### src/rtl/signed_mult32.sv
// Sequential 32x32 signed multiplier using radix-2 Booth recoding, one iteration per clock.
// Latency 32 edges from accept to product; start is ignored while busy; done pulses one cycle per result.
module signed_mult32 #(
    parameter int WIDTH = 32
) (
    input  logic                 clk,
    input  logic                 rst,
    input  logic                 start,
    input  logic [WIDTH-1:0]     a,
    input  logic [WIDTH-1:0]     b,
    output logic                 busy,
    output logic                 done,
    output logic [2*WIDTH-1:0]   product
);

    localparam int CW = $clog2(WIDTH);
    localparam logic [CW-1:0] LAST = CW'(WIDTH - 1);

    typedef enum logic {IDLE, RUN} state_t;

    state_t          state;
    state_t          state_nxt;
    logic            accept;
    logic            last_iter;

    // One extra accumulator bit keeps acc - (-2^31) representable.
    logic [WIDTH:0]  acc;
    logic [WIDTH:0]  mcand;
    logic [WIDTH:0]  sum;
    logic [WIDTH-1:0] q;
    logic            q_m1;
    logic [CW-1:0]   cnt;

    always_ff @(posedge clk) begin
        if (rst) begin
            state <= IDLE;
        end else begin
            state <= state_nxt;
        end
    end

    always_comb begin
        state_nxt = state;
        case (state)
            IDLE:    if (start) state_nxt = RUN;
            RUN:     if (cnt == LAST) state_nxt = IDLE;
            default: state_nxt = IDLE;
        endcase
    end

    always_comb begin
        busy      = (state == RUN);
        accept    = (state == IDLE) && start;
        last_iter = (state == RUN) && (cnt == LAST);
    end

    always_comb begin
        sum = acc;
        case ({q[0], q_m1})
            2'b01:   sum = acc + mcand;
            2'b10:   sum = acc - mcand;
            default: sum = acc;
        endcase
    end

    always_ff @(posedge clk) begin
        if (rst) begin
            acc     <= '0;
            mcand   <= '0;
            q       <= '0;
            q_m1    <= 1'b0;
            cnt     <= '0;
            done    <= 1'b0;
            product <= '0;
        end else begin
            done <= last_iter;
            if (accept) begin
                mcand <= {a[WIDTH-1], a};
                acc   <= '0;
                q     <= b;
                q_m1  <= 1'b0;
                cnt   <= '0;
            end else if (state == RUN) begin
                acc  <= {sum[WIDTH], sum[WIDTH:1]};
                q    <= {sum[0], q[WIDTH-1:1]};
                q_m1 <= q[0];
                cnt  <= cnt + 1'b1;
                if (last_iter) begin
                    product <= {sum[WIDTH:1], sum[0], q[WIDTH-1:1]};
                end
            end
        end
    end

endmodule

### config.mk
export PLATFORM = sky130hd
export DESIGN_NAME = signed_mult32
export DESIGN_NICKNAME = d
export VERILOG_FILES = /design/src/rtl/signed_mult32.sv
export SDC_FILE = /design/constraint.sdc
export NUM_CORES = 1
export LEC_CHECK = 0
export BUFFER_PORTS_ARGS = -buffer_cell sky130_fd_sc_hd__buf_4
export CELL_PAD_IN_SITES_DETAIL_PLACEMENT = 1
export CELL_PAD_IN_SITES_GLOBAL_PLACEMENT = 2
export CORE_MARGIN = 2
export CORE_UTILIZATION = 33
export CTS_CLUSTER_DIAMETER = 80
export DETAILED_ROUTE_END_ITERATION = 8
export PLACE_DENSITY = 0.76
export SLEW_MARGIN = 20
export SYNTH_ARGS = -nofsm -noshare
export SYNTH_HDL_FRONTEND = slang
export SYNTH_SLANG_ARGS = --single-unit
export TNS_END_PERCENT = 50
### constraint.sdc
create_clock -name clk -period 5.45 [get_ports clk]
set_clock_uncertainty 0.15 [all_clocks]
set_input_delay 1.09 -clock clk [delete_from_list [all_inputs] [get_ports clk]]
set_output_delay 1.09 -clock clk [all_outputs]
set_load 0.01 [all_outputs]
==> results.yml <==
placement:
  hpwl_um: 18600
  placed_cells: 1527
  portBuffers: 132
  place_congestion: 0.836
  placed_area_mm2: 0.0101
global_routing:
  first_global_vias: 8085
  grt_max_degree: 94
  grtUsageMet3_pct: 4.21
  grt_use_met1_pct: 25.9
  grt_overflow: 0
  grt_pass1_wl_um: 42600
  grt_most_used_layer: "met2"
  grt_usage_pct: 18.8
  use_met2_pct: 29.7
  antenna_found_initial: 0
logic_synthesis:
  synth_top_area_cell: "dfxtp_1"
  synth.top_cell.area_share_pct: 38.1
  synth_area_leaders: "dfxtp_1 38%, a21oi_1 9.6%, nor2_1 7.4%, nand2_1 6.7%, ha_1 5.1%"
  ys_seq_area_share_pct: 38.1
  synth_edf_count: 0
  ys_types: 63
  syn_inst: 1124
  yosysWarnings: 0
  synth-seq-cells: 168
  syn_area_mm2: 0.00883
  avgSynthCellArea_um2: 7.85
  synth_fp_nets: 1228
  synthArstFlopShare_pct: 0
  yosysMostFrequentCell: "nor2_1"
  ys_top_cells_by_count: "174 x nor2_1, 170 x a21oi_1, 168 x dfxtp_1"
  synth-main-ff-cell: "dfxtp_1"
critical_path:
  start_kind: "flip-flop"
  path_class: "flip-flop to flip-flop"
  crit_family: "simple AND/OR/NAND/NOR gates"
  cp_cell_sequence: "nor4_1, nand2b_1, nor3b_2, nand2_1, nor2_1, nand2_1, nor2_1, a21oi_1, xnor2_1, ha_1, a21o_1, a221oi_1, o211ai_1, or2_2, o211ai_2, xor2_1, nor2_1, xnor2_1, a211oi_1"
  crit_top_cell: "nor2_1"
  slowest_stage: "nor4_1"
  r2r_start: "mcand[5]"
  rr_endpoint: "product[63]"
  crit_path_end_kind: "flip-flop"
  regToRegSetupSlack_ps: 680
  rr_worst_depth: 19
  slowest_delay_ps: 490
  crit_start: "mcand[5]"
  path_buf_inv: 0
  crit_arrival_ps: 4970
  crit_required_ps: 5660
  cp_max_fo: 7
finish:
  ff_latch_area_mm2: 0.00337
  fin_nets: 1315
  instances_no_fill: 1559
  multi_input_comb_area_mm2: 0.00512
  design_area_mm2: 0.0106
  syn2layout_area_growth_pct: 20.4
  diodes: 0
  drive_gt1_share_pct: 16.4
  n_fill_cell: 3173
die:
  initial_core_util_pct: 33.8
  fp.dieH_um: 168
  die_area_mm2: 0.0281
  std_cell_rows: 59
  num_io_pins: 133
  fp.dieW_um: 168
  design.core.area_mm2: 0.0261
clock_tree:
  cts-buffers-inserted: 17
  cts.clk_slew.worst_paths_ps: 80
  cts_tree: "done"
  cts_resized: 0
  hold_buffers: 0
  cts_root_buf: "clkbuf_16"
  cts_setup_buffers: 0
  clock_sinks: 168
  clk_path_buf_depth: 2
  htree_levels: 4
  insertion_delay_ps: 440
hold_path:
  hold_class: "flip-flop to flip-flop"
  holdCritStartpoint: "product[14]"
  holdPathEnd: "product[14]"
  worst_hold_path.num_cells: 2
power:
  p_int_mw: 2.18
  powerDensity_mw_per_mm2: 307
  switching_share_pct: 33.3
  peakVddDrop_uv: 138
  p_leak_nw: 4.30
  clkPwrFrac_pct: 37.1
  seq_power_share_pct: 40.6
  totalPowerFinal_mw: 3.26
  p_switching_mw: 1.09
  p_comb_share_pct: 22.3
sta:
  worstMarginPinSlew_ps: 1040
  maxSlewHeadroom_pct: 30.4
  report.final.slew_viol_count: 0
  fin_crit_ps: 4770
  post-route-period-util_pct: 87.5
  rsz0062_at_grt: "no"
  fmax_mhz: 210
  tns_ps: 0
  hold_viol_final: 0
  setup_viol: 0
routing:
  vias: 8040
  ant_nets: 0
  avgViaCountPerCell: 5.16
  drt-initial-drc-count: 272
  avgRoutedWirePerCell_um: 16.5
  drc: 0
  dr.pass1.iters: 4
  routed_wl_um: 25800
job:
  max_cap_violations: 0
run_status:
  status: "complete, no violations"
==> per-layer routing <==
metal | routed length, µm | share of wire, %
met5 | 0 | 0
met4 | 280 | 1.1
met3 | 1090 | 4.2
met2 | 11500 | 45
met1 | 12900 | 50
==> worst min-delay path, cell delays in order, from the launching register on <==
cell	delay (ps)
dfxtp_1	310
nand2_1	50
a21oi_1	50
==> metrics by stage <==
step           hold slack, ps  utilization, %  worst slack [ps]
2_1_floorplan             290               -              1270
6_report                  309            40.7               683
3_3_place_gp              294            38.5               776
5_1_grt                   335            40.7              77.1
3_5_place_dp              300            38.5               650
4_1_cts                   313            40.7               621
==> worst max path at each step <==
stage	endpoint	cells past startpoint
after floorplan	product[63]	19
after global placement	product[63]	19
after detailed placement	product[63]	19
after CTS	product[63]	19
after global routing	product[63]	19
final	product[63]	19
==> flip-flops by register name, indices dropped and copies added, names as in the netlist <==
signal,flops
cnt,5
mcand,32
q,32
done,1
acc,32
busy,1
product,64
q_m1,1
==> cell type report <==
class | count | area share [%]
clock buffer | 17 | 4.00
clock inverter | 15 | 1.41
inverter | 18 | 0.636
multi-input combinational | 863 | 48.2
sequential | 168 | 31.7
tap | 335 | 3.94
timing repair buffer | 143 | 10.1
==> cell usage in the layout (no fill, tap or decap), types with 3 or more instances in the layout <==
| master | count |
|---|---|
| nor2_1 | 174 |
| a21oi_1 | 170 |
| dfxtp_1 | 167 |
| nand2_1 | 156 |
| buf_4 | 143 |
| a211oi_1 | 47 |
| xnor2_1 | 44 |
| mux2i_1 | 44 |
| ha_1 | 35 |
| o21ai_0 | 25 |
| inv_1 | 18 |
| clkbuf_16 | 17 |
| nor3_1 | 16 |
| a21o_1 | 16 |
| xor2_1 | 14 |
| a31oi_1 | 11 |
| nand3_1 | 9 |
| and3_1 | 7 |
| nor2b_1 | 6 |
| o211ai_1 | 6 |
| nand4_1 | 6 |
| or3_1 | 5 |
| nor4_1 | 5 |
| nand3b_1 | 5 |
| nand2b_1 | 5 |
| inv_6 | 5 |
| o21bai_1 | 4 |
| nor4b_1 | 4 |
| inv_8 | 4 |
| a211oi_2 | 3 |
==> power groups by stage <==
stage | Sequential (mW) | Combinational (mW) | Clock [mW]
after floorplan | 1.33 | 0.540 | 0
after global placement | 1.35 | 0.717 | 0
after detailed placement | 1.36 | 0.725 | 0
after CTS | 1.33 | 0.729 | 1.25
after global routing | 1.34 | 0.813 | 1.30
final | 1.33 | 0.726 | 1.21
==> cells by family (layout without fill, tap and decap cells) <==
logic type,count (synthesis),in the layout,synth area share [%]
AO/OA/AOI/OAI,311,311,21.6
XOR/XNOR,58,58,5.75
AND/OR/NAND/NOR,411,411,20.0
multiplexers,46,46,5.24
buffers and inverters,93,193,3.98
adder cells (fa/ha/maj),37,37,5.33
flip-flops,168,168,38.1
(Power assumes the default switching activity.)
